===== src/rtl/simon_sequencer_if.sv =====
// simon_sequencer_if: player/display-side signals of the Simon game controller
interface simon_sequencer_if;
  logic       start;
  logic [2:0] level;
  logic [3:0] key_pulse;
  logic [1:0] state;
  logic [3:0] show_color;
  logic [4:0] round;
  logic       win;
  logic       lose;
  modport master (output start, level, key_pulse, input state, show_color, round, win, lose);
  modport slave  (input start, level, key_pulse, output state, show_color, round, win, lose);
endinterface


===== src/rtl/simon_sequencer.sv =====
// simon_sequencer: grows a random colour sequence, plays it back, then checks the player's presses
module simon_sequencer #(
  parameter int         MAX_LEN  = 16,
  parameter int         TICK_DIV = 5_000_000,
  parameter logic [7:0] SEED     = 8'hA5
) (
  input logic               CLOCK_50,
  input logic               reset,
  simon_sequencer_if.slave  bus
);
  localparam int TW = $clog2(8 * TICK_DIV * 5 + 1);
  localparam logic [2:0] IDLE = 3'd0, ADD = 3'd1, SON = 3'd2, SOFF = 3'd3, USER = 3'd4, WIN = 3'd5, LOSE = 3'd6;
  logic [2:0]    fsm, nxt, lq;
  logic [7:0]    lfsr;
  logic [4:0]    idx;
  logic [TW-1:0] tmr, dur;
  logic [1:0]    mem [32];
  logic          done, tout, last, full, press, good;
  assign dur   = TW'(TICK_DIV) * TW'(3'd6 - lq);
  assign done  = tmr == dur - TW'(1);
  assign tout  = tmr == (dur << 3) - TW'(1);
  assign last  = idx == bus.round - 5'd1;
  assign full  = {1'b0, bus.round} == 6'(MAX_LEN);
  assign press = |bus.key_pulse;
  assign good  = bus.key_pulse == (4'b0001 << mem[idx]);
  always_comb begin
    nxt = fsm;
    case (fsm)
      IDLE, WIN, LOSE: nxt = bus.start ? ADD : fsm;
      ADD:             nxt = SON;
      SON:             nxt = done ? SOFF : SON;
      SOFF:            nxt = !done ? SOFF : last ? USER : SON;
      USER:            nxt = press ? (!good ? LOSE : !last ? USER : full ? WIN : ADD) : tout ? LOSE : USER;
      default:         nxt = IDLE;
    endcase
  end
  // no reset on the sequence memory; it is always written before being read
  always_ff @(posedge CLOCK_50)
    if (fsm == ADD) mem[bus.round] <= lfsr[1:0];
  always_ff @(posedge CLOCK_50 or posedge reset) begin
    if (reset) begin
      fsm            <= IDLE;
      lfsr           <= SEED;
      lq             <= 3'd1;
      idx            <= '0;
      tmr            <= '0;
      bus.state      <= 2'd0;
      bus.show_color <= 4'd0;
      bus.round      <= 5'd0;
      bus.win        <= 1'b0;
      bus.lose       <= 1'b0;
    end else begin
      fsm       <= nxt;
      lfsr      <= {lfsr[6:0], lfsr[7] ^ lfsr[5] ^ lfsr[4] ^ lfsr[3]};
      bus.state <= nxt == IDLE ? 2'd0 : nxt == USER ? 2'd2 : nxt >= WIN ? 2'd3 : 2'd1;
      bus.win   <= nxt == WIN;
      bus.lose  <= nxt == LOSE;
      tmr       <= (nxt != fsm || (fsm == USER && good)) ? '0 :
                   (fsm == SON || fsm == SOFF || fsm == USER) ? tmr + TW'(1) : tmr;
      case (fsm)
        IDLE, WIN, LOSE: begin
          bus.show_color <= 4'd0;
          if (bus.start) begin
            bus.round <= 5'd0;
            lq        <= (bus.level == 3'd0 || bus.level > 3'd5) ? 3'd1 : bus.level;
          end
        end
        ADD: begin
          bus.round      <= bus.round + 5'd1;
          idx            <= '0;
          // first entry is being written this very cycle, so bypass the memory
          bus.show_color <= 4'b0001 << (bus.round == 5'd0 ? lfsr[1:0] : mem[0]);
        end
        SON:  if (done) bus.show_color <= 4'd0;
        SOFF: if (done) begin
          idx            <= last ? '0 : idx + 5'd1;
          bus.show_color <= last ? 4'd0 : 4'b0001 << mem[idx + 5'd1];
        end
        USER: begin
          bus.show_color <= bus.key_pulse;
          if (good && !last) idx <= idx + 5'd1;
        end
        default: bus.show_color <= 4'd0;
      endcase
    end
  end
endmodule


===== src/flat_wrapper.sv =====
// flat-port wrapper written by rule: the top's interface ports become plain ports
module simon_sequencer_flat 
#(
  parameter int         MAX_LEN  = 16,
  parameter int         TICK_DIV = 5_000_000,
  parameter logic [7:0] SEED     = 8'hA5
)
  (CLOCK_50, reset, bus_start, bus_level, bus_key_pulse, bus_state, bus_show_color, bus_round, bus_win, bus_lose);
  simon_sequencer_if bus_i ();
  input logic CLOCK_50;
  input logic reset;
  input wire logic [$bits(bus_i.start)-1:0] bus_start;
  input wire logic [$bits(bus_i.level)-1:0] bus_level;
  input wire logic [$bits(bus_i.key_pulse)-1:0] bus_key_pulse;
  output wire logic [$bits(bus_i.state)-1:0] bus_state;
  output wire logic [$bits(bus_i.show_color)-1:0] bus_show_color;
  output wire logic [$bits(bus_i.round)-1:0] bus_round;
  output wire logic [$bits(bus_i.win)-1:0] bus_win;
  output wire logic [$bits(bus_i.lose)-1:0] bus_lose;
  assign bus_i.start = bus_start;
  assign bus_i.level = bus_level;
  assign bus_i.key_pulse = bus_key_pulse;
  assign bus_state = bus_i.state;
  assign bus_show_color = bus_i.show_color;
  assign bus_round = bus_i.round;
  assign bus_win = bus_i.win;
  assign bus_lose = bus_i.lose;
  simon_sequencer #(.MAX_LEN(MAX_LEN), .TICK_DIV(TICK_DIV), .SEED(SEED)) u_core (.CLOCK_50(CLOCK_50), .reset(reset), .bus(bus_i));
endmodule

===== config.mk =====
export PLATFORM = sky130hd
export DESIGN_NAME = simon_sequencer_flat
export DESIGN_NICKNAME = d
export VERILOG_FILES = /design/src/rtl/simon_sequencer_if.sv /design/src/rtl/simon_sequencer.sv /design/src/flat_wrapper.sv
export SDC_FILE = /design/constraint.sdc
export NUM_CORES = 1
export LEC_CHECK = 0
export BUFFER_PORTS_ARGS = -buffer_cell sky130_fd_sc_hd__buf_2
export CAP_MARGIN = 20
export CORE_MARGIN = 3
export CORE_UTILIZATION = 50
export CTS_CLUSTER_SIZE = 25
export DETAILED_ROUTE_END_ITERATION = 10
export PLACE_DENSITY = 0.63
export SYNTH_ARGS = -nofsm -noshare
export SYNTH_HDL_FRONTEND = slang
export SYNTH_SLANG_ARGS = --single-unit

===== constraint.sdc =====
create_clock -name CLOCK_50 -period 8.2 [get_ports CLOCK_50]
set_input_delay 0.82 -clock CLOCK_50 [delete_from_list [all_inputs] [get_ports CLOCK_50]]
set_output_delay 0.82 -clock CLOCK_50 [all_outputs]
set_load 0.05 [all_outputs]

==> out/qor.csv, run 1 <==
stage,metric,value,unit
place,port_buffers,22,
drt,viasPerCell,5.95,
worst_setup_path,cp-endpoint,u_core.tmr[4]$_DFFE_PP0P_,
worst_setup_path,reg2reg_depth,22,
worst_hold_path,hold_class,reg -> reg,
worst_setup_path,reg2reg_slack,0.84,ns
clock_tree,cts-root-buf,clkbuf_16,
clock_tree,cts-hold-fix-buffers,0,
clock_tree,clk_path_buf_depth,2,
layout,area_growth,8.62,%
worst_setup_path,cpPeakStageDelay,0.74,ns
die,dieArea,21000,um2
worst_setup_path,path_depth,22,
clock_tree,cts_inserted_buffers,17,
outcome,status,"finished, final reports clean",
global_routing,grt_usage,21.8,%
synthesis,synth_edf_count,64,
global_routing,grt_overflow_total,0,
worst_setup_path,cp_cell_sequence,"ha_1, xnor2_1, ha_1, ha_1, ha_1, ha_1, ha_1, inv_1, fa_1, inv_1, ha_1, a21o_1, a211o_1, o21ai_0, xor2_1, nand3_1, nor4_1, xor3_1, nor4_4, nand2_1, nand2_2, nor3_1",
clock_tree,clk_latency,0.42,ns
synthesis,async_reset_ff_share,48.4,%
worst_setup_path,cp-start-kind,register,
worst_setup_path,cpMostUsedCell,ha_1,
worst_setup_path,path_delay_family,adder cells,
clock_tree,clk_pin_slew_worst_paths,0.06,ns
worst_setup_path,r2r-end,u_core.tmr[4]$_DFFE_PP0P_,
worst_setup_path,cp-end-kind,register,
drt,drc,0,
clock_tree,cts_resized,0,
clock_tree,cts_setup_buffers,0,
global_routing,grt_pass1_vias,6846,
clock_tree,clkSinkCount,124,
sta,hold_violations,0,
worst_setup_path,crit_type,reg -> reg,
drt,dr.pass1.iters,5,
sta,fin_crit,7.36,ns
global_routing,antenna_found_initial,0,
worst_setup_path,crit_arrival,7.63,ns
synthesis,synthFlopType,edfxtp_1,
die,fp.dieW,145,um
synthesis,avgSynthCellArea,10.6,um2
clock_tree,cts_tree,built,
global_routing,grt_max_degree,61,
worst_setup_path,startpoint,u_core.lq[0]$_DFFE_PP1P_,
sta,rsz0062_at_grt,no,
layout,final_nets,993,
synthesis,synth_seq_cells,124,
worst_setup_path,required,8.47,ns
sta,finalCritPeriodShare,89.8,%
drt,drt_first_iter_violations,543,
sta,worst_slew_pin_slew,1.08,ns
sta,max_clock_freq,0.136,GHz
sta,slew_headroom,27.8,%
drt,vias,7060,
global_routing,grt_pass1_wl,36.9,mm
sta,slew_violations,0,
synthesis,ys_seq_area_share,35.5,%
drt,ant_nets,0,
die,initial_core_util,51.3,%
synthesis,syn_inst,913,
flow_run,drv_cap,0,
worst_setup_path,path_buf_inv,2,
die,num_rows,50,
layout,diodes,0,
worst_setup_path,r2r_start,u_core.lq[0]$_DFFE_PP1P_,
place,gp_congestion,0.879,
sta,finClkSkew,0.0113,ns
worst_setup_path,worst-path-max-fanout,28,
sta,tns,0,ns
die,core,18800,um2
die,io_pins,23,
synthesis,syn_nets,993,
layout,instances_no_fill,1186,
layout,n_fill_cell,1629,
worst_setup_path,slowest_stage,dfstp_2,
drt,wl,22.3,mm
synthesis,syn_area,9660,um2
layout,drive_gt1_share,14.4,%
synthesis,yosys_warnings,0,
die,fp.dieH,145,um
synthesis,yosys.cell_types.count,90,
drt,routedWlPerCell,18.8,um
place,dp.final_hpwl,16.4,mm
clock_tree,htreeDepth,4,
place,numPlacedInstances,1153,
sta,setup_viol,0,
==> synthesized netlist by cell type, types with 7 or more instances <==
| cell | count | share of area, % |
|---|---|---|
| nor2_1 | 69 | 2.7 |
| nand2_1 | 67 | 2.6 |
| edfxtp_1 | 64 | 20 |
| ha_1 | 57 | 7.4 |
| xnor2_1 | 57 | 5.2 |
| dfrtp_1 | 55 | 14 |
| inv_1 | 47 | 1.8 |
| nor3_1 | 40 | 2.1 |
| xor2_1 | 35 | 3.2 |
| nand3_1 | 32 | 1.7 |
| mux4_2 | 30 | 7.0 |
| o21ai_0 | 28 | 1.5 |
| clkbuf_1 | 26 | 1.0 |
| mux2i_1 | 26 | 2.7 |
| a21oi_1 | 20 | 1.0 |
| nand4_1 | 17 | 1.1 |
| and3_1 | 14 | 0.91 |
| fa_1 | 13 | 2.7 |
| nor2b_1 | 12 | 0.78 |
| a22oi_1 | 11 | 0.86 |
| nand2b_1 | 11 | 0.71 |
| a31oi_1 | 10 | 0.65 |
| a21o_1 | 9 | 0.70 |
| xnor3_1 | 8 | 1.9 |
| and2_1 | 7 | 0.45 |
| mux2_2 | 7 | 0.82 |
| o211ai_1 | 7 | 0.54 |
==> metrics by stage <==
stage	hold slack [ns]	instance area (um2)	util [%]	worst slack [ns]
final	0.352	10500	55.7	0.837
after detailed placement	0.344	9840	52.3	0.860
after floorplan	0.333	9660	-	1.66
after global placement	0.336	9840	52.3	1.05
after CTS	0.353	10500	55.5	0.801
after global routing	0.358	10500	55.7	0.287
==> worst register-to-register path: cells and delay by family (launching register included) <==
family | cells | cell delay, ns
adders and majority gates | 8 | 2.52
AOI/OAI and AO/OA | 3 | 0.84
DFF | 1 | 0.74
and+or+nand+nor | 6 | 1.93
xor gates and xnor gates | 3 | 1.10
buffers and inverters | 2 | 0.10
==> how the worst min path moves through the flow <==
stage                             startpoint  slack [ns]                  endpoint  cells after the start
detailed placement  u_core.lfsr[6]$_DFF_PP0_        0.34  u_core.lfsr[7]$_DFF_PP1_                      0
CTS                 u_core.lfsr[6]$_DFF_PP0_        0.35  u_core.lfsr[7]$_DFF_PP1_                      0
global placement    u_core.lfsr[6]$_DFF_PP0_        0.34  u_core.lfsr[7]$_DFF_PP1_                      0
finish              u_core.lfsr[6]$_DFF_PP0_        0.35  u_core.lfsr[7]$_DFF_PP1_                      0
floorplan           u_core.lfsr[6]$_DFF_PP0_        0.33  u_core.lfsr[7]$_DFF_PP1_                      0
global route        u_core.lfsr[6]$_DFF_PP0_        0.36  u_core.lfsr[7]$_DFF_PP1_                      0
==> logic make-up (layout without fill, tap and decap cells) <==
family,after synthesis,count (layout),share of synthesized area (%)
AO/OA/AOI/OAI,138,138,9.94
XOR/XNOR,106,106,11.7
adder cells (fa/ha/maj),71,71,10.2
buffers and inverters,94,107,4.81
flip-flops,124,124,35.5
multiplexers,63,63,10.5
AND/OR/NAND/NOR,317,317,17.3
==> cell type report <==
type | instances | area (um2) | area share, %
Timing Repair Buffer | 28 | 175 | 1.67
Clock inverter | 14 | 189 | 1.80
Multi-Input combinational cell | 695 | 5760 | 54.9
Sequential cell | 124 | 3430 | 32.7
Clock buffer | 18 | 429 | 4.09
Tap cell | 260 | 325 | 3.10
Inverter | 47 | 176 | 1.68
==> state kept, by name, summed over array words and instances (netlist names) <==
signal / cells
u_core.bus.state: 2
u_core.lfsr: 8
u_core.tmr: 28
u_core.idx: 5
u_core.lq: 3
u_core.bus.show_color: 4
u_core.bus.lose: 1
u_core.bus.win: 1
u_core.mem: 64
u_core.fsm: 3
u_core.bus.round: 5
==> metal layers <==
metal	vias to the layer above	share of wire [%]	global-route usage [%]
li1	3361	-	-
met1	3441	50	34.7
met2	230	42	31.3
met3	28	6.1	3.06
met4	0	1.3	5.42
met5	-	0	0
==> cell usage in the layout, fill, tap and decap left out, types with 8 or more instances in the layout <==
master and count:
buf_2 22, o21ai_0 28, nand2_1 67, inv_1 46, a21o_1 9, mux2i_1 26, nand4_1 17, ha_1 57
a22oi_1 11, xor2_1 35, xnor3_1 8, nor3_1 40, xnor2_1 57, nand3_1 32, nor2b_1 12, mux4_2 30
and3_1 14, edfxtp_1 64, nand2b_1 11, fa_1 13, clkbuf_16 17, dfrtp_1 54, a21oi_1 20, a31oi_1 10
nor2_1 69
Power of run 1 is left out: the tool's default activity adds up to more than one toggle a clock period on the data nets, which glitch-free logic cannot reach.
==> run 2: changes to the inputs <==
--- a/config.mk
+++ b/config.mk
@@ -12,6 +12,7 @@
 export CTS_CLUSTER_SIZE = 25
 export DETAILED_ROUTE_END_ITERATION = 10
 export PLACE_DENSITY = 0.63
+export RECOVER_POWER = 100
 export SYNTH_ARGS = -nofsm -noshare
 export SYNTH_HDL_FRONTEND = slang
 export SYNTH_SLANG_ARGS = --single-unit
==> out/qor.csv, run 2 (synthesis results as in run 1) <==
stage,metric,value,unit,change
power,p_per_area,480,nW/um2,
worst_hold_path,hold_depth,0,,unchanged
worst_setup_path,crit_type,reg -> reg,,unchanged
layout,layout_common_cells,"nor2_1 (70), nand2_1 (67), edfxtp_1 (64)",,"was nor2_1 (69), nand2_1 (67), edfxtp_1 (64)"
drt,drt_first_iter_violations,538,,was 543
layout,final_util,55.5,%,was 55.7%
place,gp_congestion,0.879,,unchanged
outcome,status,"complete, but fails checks",,"was finished, final reports clean"
die,fp.dieH,145,um,unchanged
worst_setup_path,reg2reg_depth,23,,was 22
sta,tns,0,ns,unchanged
sta,max_clock_freq,0.133,GHz,was 0.136 GHz
outcome,failed_checks,"max-capacitance violations, max-slew violations",,
sta,finalCritPeriodShare,91.7,%,was 89.8%
clock_tree,clk_pin_slew_worst_paths,0.06,ns,about the same
layout,final_nets,993,,unchanged
die,fp.dieW,145,um,unchanged
sta,fin_crit,7.52,ns,was 7.36 ns
die,io_pins,23,,unchanged
drt,routedWlPerCell,18.8,um,about the same
drt,drt-met1-wl,11.2,mm,was 11.3 mm
flow_run,drv_cap,1,,was 0
worst_hold_path,min_from,u_core.lfsr[6]$_DFF_PP0_,,unchanged
die,core,18800,um2,unchanged
clock_tree,clk_latency,0.42,ns,about the same
drt,drc,0,,unchanged
clock_tree,cts-root-buf,clkbuf_16,,unchanged
worst_setup_path,cp-end-kind,register,,unchanged
layout,n_fill_cell,1644,,was 1629
drt,dr_wl_met2,9.46,mm,was 9.45 mm
worst_setup_path,r2r-end,u_core.tmr[22]$_DFFE_PP0P_,,was u_core.tmr[4]$_DFFE_PP0P_
clock_tree,cts_inserted_buffers,17,,unchanged
clock_tree,cts_setup_buffers,0,,unchanged
global_routing,grt_pass1_vias,6846,,unchanged
layout,diodes,0,,unchanged
clock_tree,clkSinkCount,124,,unchanged
drt,vias,7089,,was 7060
global_routing,grt_overflow_total,0,,unchanged
layout,drive_gt1_share,12.1,%,was 14.4%
drt,dr.pass1.iters,5,,unchanged
layout,largest_registers,"u_core.mem: 64 flops, u_core.tmr: 28 flops, u_core.lfsr: 8 flops",,unchanged
layout,area_growth,8.18,%,was 8.62%
clock_tree,cts_resized,0,,unchanged
place,dp.final_hpwl,16.4,mm,unchanged
power,power.total,5.01,mW,
clock_tree,clk_path_buf_depth,2,,unchanged
global_routing,antenna_found_initial,0,,unchanged
die,num_rows,50,,unchanged
worst_setup_path,r2r_start,u_core.lq[0]$_DFFE_PP1P_,,unchanged
worst_setup_path,crit_arrival,7.79,ns,was 7.63 ns
sta,slew_headroom,-114,%,was 27.8%
die,dieArea,21000,um2,unchanged
place,port_buffers,22,,unchanged
sta,worst_slew_pin_slew,3.21,ns,was 1.08 ns
die,initial_core_util,51.3,%,unchanged
clock_tree,cts-hold-fix-buffers,0,,unchanged
power,leakagePower,4.22,nW,
sta,hold_violations,0,,unchanged
worst_setup_path,startpoint,u_core.lq[0]$_DFFE_PP1P_,,unchanged
worst_setup_path,worst-path-max-fanout,26,,was 28
power,max-vdd-ir-drop,0.249,mV,
worst_setup_path,reg2reg_slack,0.68,ns,was 0.84 ns
global_routing,grt_max_degree,61,,unchanged
layout,multiInputGateArea,5740,um2,was 5760 um2
worst_setup_path,cp-start-kind,register,,unchanged
worst_hold_path,hold_path_end,u_core.lfsr[7]$_DFF_PP1_,,unchanged
clock_tree,htreeDepth,4,,unchanged
worst_hold_path,hold_class,reg -> reg,,unchanged
global_routing,grt_usage,21.8,%,unchanged
layout,largest_register,u_core.mem,,unchanged
worst_setup_path,required,8.47,ns,about the same
sta,slew_violations,61,,was 0
sta,setup_viol,0,,unchanged
drt,highest_layer,met4,,unchanged
clock_tree,cts_tree,built,,unchanged
global_routing,grt_pass1_wl,36.9,mm,unchanged
drt,routed-wl-met3,1.38,mm,was 1.36 mm
sta,finClkSkew,0.0103,ns,was 0.0113 ns
layout,largest_reg_flops,64,,unchanged
sta,rsz0062_at_grt,no,,unchanged
drt,viasPerCell,5.98,,was 5.95
layout,register_area,3430,um2,unchanged
drt,wl,22.3,mm,about the same
layout,layout_commonest_cell,nor2_1,,unchanged
drt,ant_nets,0,,unchanged
==> run 2: worst max-delay path: stages (launching register included) <==
cell	delay, ns
dfstp_2	0.74
ha_1	0.31
xnor2_1	0.38
ha_1	0.39
ha_1	0.20
ha_1	0.17
ha_1	0.29
ha_1	0.27
inv_1	0.05
fa_1	0.53
inv_1	0.05
ha_1	0.27
a21o_2	0.26
a21oi_1	0.41
nand2_1	0.18
xor2_1	0.54
xnor3_4	0.52
or4_1	0.58
a2111oi_2	0.30
nand4b_1	0.16
o21a_1	0.22
nor3_4	0.15
buf_4	0.30
nor3_1	0.11
==> run 2: how the worst max path moves through the flow <==
stage / end / slack [ns] / depth (start not counted)
global route: u_core.tmr[4]$_DFFE_PP0P_ / 0.19 / 23
floorplan: u_core.tmr[16]$_DFFE_PP0P_ / 1.66 / 24
finish: u_core.tmr[22]$_DFFE_PP0P_ / 0.68 / 23
detailed placement: u_core.tmr[4]$_DFFE_PP0P_ / 0.86 / 23
CTS: u_core.tmr[4]$_DFFE_PP0P_ / 0.80 / 23
global placement: u_core.tmr[2]$_DFFE_PP0P_ / 1.05 / 22
==> run 2: layer usage <==
| layer | up-vias | global-route usage [%] |
|---|---|---|
| li1 | 3363 | - |
| met1 | 3459 | 34.7 |
| met2 | 244 | 31.3 |
| met3 | 23 | 3.06 |
| met4 | 0 | 5.42 |
| met5 | - | 0 |
==> run 2: cell type report <==
| cell class | instances | share of cell area, % |
|---|---|---|
| flip-flops and latches | 124 | 32.8 |
| multi-input cells | 695 | 55.0 |
| clock buffers | 18 | 4.11 |
| clock inverters | 14 | 1.81 |
| well taps | 260 | 3.11 |
| inverters | 47 | 1.69 |
| repair buffers | 28 | 1.45 |
==> run 2: stage by stage <==
step / hold slack [ns] / cell area, um2 / setup WS [ns] / cells
after CTS: 0.353 / 10500 / 0.801 / 1185
after global placement: 0.336 / 9840 / 1.05 / 1153
after floorplan: 0.333 / 9660 / 1.66 / 913
after detailed placement: 0.344 / 9840 / 0.860 / 1153
final: 0.351 / 10400 / 0.681 / 1186
after global routing: 0.358 / 10400 / 0.185 / 1186
==> run 2: power by group <==
part | switching, mW | leakage [nW] | internal [mW]
Sequential | 0.122 | 1.38 | 0.709
Combinational | 1.90 | 2.54 | 1.49
Clock | 0.288 | 0.299 | 0.509
Note: power is estimated with default switching activity, not from simulation.
==> run 3: changes to the inputs <==
--- a/config.mk
+++ b/config.mk
@@ -8,10 +8,10 @@
 export BUFFER_PORTS_ARGS = -buffer_cell sky130_fd_sc_hd__buf_2
 export CAP_MARGIN = 20
 export CORE_MARGIN = 3
-export CORE_UTILIZATION = 50
+export CORE_UTILIZATION = 60
 export CTS_CLUSTER_SIZE = 25
 export DETAILED_ROUTE_END_ITERATION = 10
-export PLACE_DENSITY = 0.63
+export PLACE_DENSITY = 0.74
 export RECOVER_POWER = 100
 export SYNTH_ARGS = -nofsm -noshare
 export SYNTH_HDL_FRONTEND = slang
==> out/qor.csv, run 3 (synthesis results as in run 1) <==
stage,metric,value,unit,change
outcome,status,"complete, but fails checks",,unchanged
outcome,failed_checks,"max-capacitance violations, max-slew violations",,unchanged
layout,area_growth,7.74,%,was 8.18%
die,fp.dieH,133,um,was 145 um
die,core,15500,um2,was 18800 um2
sta,slew_violations,61,,unchanged
clock_tree,clk_path_buf_depth,2,,unchanged
global_routing,antenna_found_initial,0,,unchanged
die,dieArea,17700,um2,was 21000 um2
drt,highest_layer,met4,,unchanged
flow_run,drv_cap,1,,unchanged
worst_setup_path,reg2reg_depth,23,,unchanged
drt,wl,23.2,mm,was 22.3 mm
layout,diodes,0,,unchanged
sta,finClkSkew,0.0128,ns,was 0.0103 ns
worst_setup_path,crit_type,reg -> reg,,unchanged
layout,final_util,67.2,%,was 55.5%
sta,fin_crit,7.57,ns,was 7.52 ns
drt,routedWlPerCell,20.5,um,was 18.8 um
place,gp_congestion,0.916,,was 0.879
worst_hold_path,min_from,u_core.lfsr[6]$_DFF_PP0_,,unchanged
place,port_buffers,22,,unchanged
layout,layout_common_cells,"nor2_1 (70), nand2_1 (67), edfxtp_1 (64)",,unchanged
layout,largest_registers,"u_core.mem: 64 flops, u_core.tmr: 28 flops, u_core.lfsr: 8 flops",,unchanged
worst_setup_path,r2r_start,u_core.lq[1]$_DFFE_PP0P_,,was u_core.lq[0]$_DFFE_PP1P_
global_routing,grt_pass1_vias,7375,,was 6846
worst_setup_path,required,8.47,ns,about the same
clock_tree,cts-root-buf,clkbuf_16,,unchanged
layout,n_fill_cell,1163,,was 1644
worst_setup_path,worst-path-max-fanout,26,,unchanged
global_routing,grt_overflow_total,0,,unchanged
clock_tree,cts_setup_buffers,0,,unchanged
sta,rsz0062_at_grt,no,,unchanged
layout,largest_reg_flops,64,,unchanged
clock_tree,cts_inserted_buffers,17,,unchanged
global_routing,grt_max_degree,61,,unchanged
layout,layout_commonest_cell,nor2_1,,unchanged
worst_hold_path,hold_depth,0,,unchanged
drt,vias,7361,,was 7089
sta,finalCritPeriodShare,92.3,%,was 91.7%
drt,ant_nets,0,,unchanged
die,num_rows,45,,was 50
worst_setup_path,cp-end-kind,register,,unchanged
sta,worst_slew_pin_slew,3.26,ns,was 3.21 ns
worst_hold_path,hold_class,reg -> reg,,unchanged
drt,drc,0,,unchanged
clock_tree,clkSinkCount,124,,unchanged
worst_setup_path,cp-start-kind,register,,unchanged
die,initial_core_util,62.4,%,was 51.3%
drt,drt_first_iter_violations,810,,was 538
drt,dr_wl_met2,10.5,mm,was 9.46 mm
clock_tree,htreeDepth,4,,unchanged
die,io_pins,23,,unchanged
drt,drt-met1-wl,10.2,mm,was 11.2 mm
clock_tree,cts_tree,built,,unchanged
drt,dr.pass1.iters,6,,was 5
die,fp.dieW,133,um,was 145 um
worst_hold_path,hold_path_end,u_core.lfsr[7]$_DFF_PP1_,,unchanged
sta,setup_viol,0,,unchanged
worst_setup_path,reg2reg_slack,0.63,ns,was 0.68 ns
worst_setup_path,crit_arrival,7.84,ns,was 7.79 ns
clock_tree,clk_pin_slew_worst_paths,0.06,ns,about the same
layout,largest_register,u_core.mem,,unchanged
drt,viasPerCell,6.49,,was 5.98
global_routing,grt_pass1_wl,37.8,mm,was 36.9 mm
layout,final_nets,991,,was 993
sta,hold_violations,0,,unchanged
worst_setup_path,r2r-end,u_core.tmr[14]$_DFFE_PP0P_,,was u_core.tmr[22]$_DFFE_PP0P_
global_routing,grt_usage,27.2,%,was 21.8%
clock_tree,clk_latency,0.43,ns,was 0.42 ns
sta,tns,0,ns,unchanged
sta,slew_headroom,-117,%,was -114%
drt,routed-wl-met3,2.07,mm,was 1.38 mm
clock_tree,cts-hold-fix-buffers,0,,unchanged
place,dp.final_hpwl,16.8,mm,was 16.4 mm
sta,max_clock_freq,0.132,GHz,was 0.133 GHz
clock_tree,cts_resized,0,,unchanged
layout,drive_gt1_share,12.2,%,was 12.1%
## run 3: cell types whose count changed in the layout (fill, tap and decap cells not counted), sizes merged
cell and change:
bufinv +1, clkbuf -2, clkinvlp -1, inv +2, buf -1, clkinv -1
## run 3: routing by layer
metal	vias to the layer above	global-route usage, %
met3	50	7.72
met1	3614	39.2
met5	-	0
met2	342	40.1
li1	3355	-
met4	0	8.66
## run 3: how the worst max path moves through the flow
stage	start	endpoint	slack, ns	depth (start not counted)
3_5_place_dp	u_core.lq[1]$_DFFE_PP0P_	u_core.tmr[11]$_DFFE_PP0P_	0.80	22
5_1_grt	u_core.lq[1]$_DFFE_PP0P_	u_core.tmr[14]$_DFFE_PP0P_	0.12	23
6_report	u_core.lq[1]$_DFFE_PP0P_	u_core.tmr[14]$_DFFE_PP0P_	0.63	23
4_1_cts	u_core.lq[1]$_DFFE_PP0P_	u_core.tmr[14]$_DFFE_PP0P_	0.73	22
3_3_place_gp	u_core.lq[0]$_DFFE_PP1P_	u_core.tmr[4]$_DFFE_PP0P_	1.17	22
2_1_floorplan	u_core.lq[1]$_DFFE_PP0P_	u_core.tmr[16]$_DFFE_PP0P_	1.66	24
## run 3: final cells by class
class                      count  area, um2  share of cell area (%)
multi-input combinational    695       5740                    55.2
sequential                   124       3430                    33.0
tap                          211        264                    2.54
clock inverter                15        234                    2.25
inverter                      47        176                    1.70
timing repair buffer          26        128                    1.23
clock buffer                  17        425                    4.09
## run 3: worst max-delay path: stages, from the launching register on
cell,delay [ns]
dfrtp_1,0.50
ha_1,0.30
xnor2_1,0.64
ha_1,0.39
ha_1,0.20
ha_1,0.18
ha_1,0.30
ha_1,0.28
inv_1,0.06
fa_1,0.54
inv_1,0.05
ha_1,0.27
a21o_2,0.26
a21oi_1,0.45
nand2_1,0.21
xor2_2,0.36
xnor3_4,0.46
or4_1,0.56
a2111oi_0,0.41
nand4b_1,0.19
o21a_1,0.24
nor3_4,0.16
buf_4,0.30
nor3_1,0.12
## run 3: stage by stage
step                      instances  hold WS [ns]  setup WS (ns)  cell area, um2
after floorplan                 913         0.333           1.66            9660
after global placement         1102         0.341           1.17            9770
after detailed placement       1102         0.342          0.796            9770
after CTS                      1134         0.360          0.727           10400
after global routing           1135         0.378          0.125           10400
final                          1135         0.355          0.631           10400
Power of run 3 is left out for the same reason.
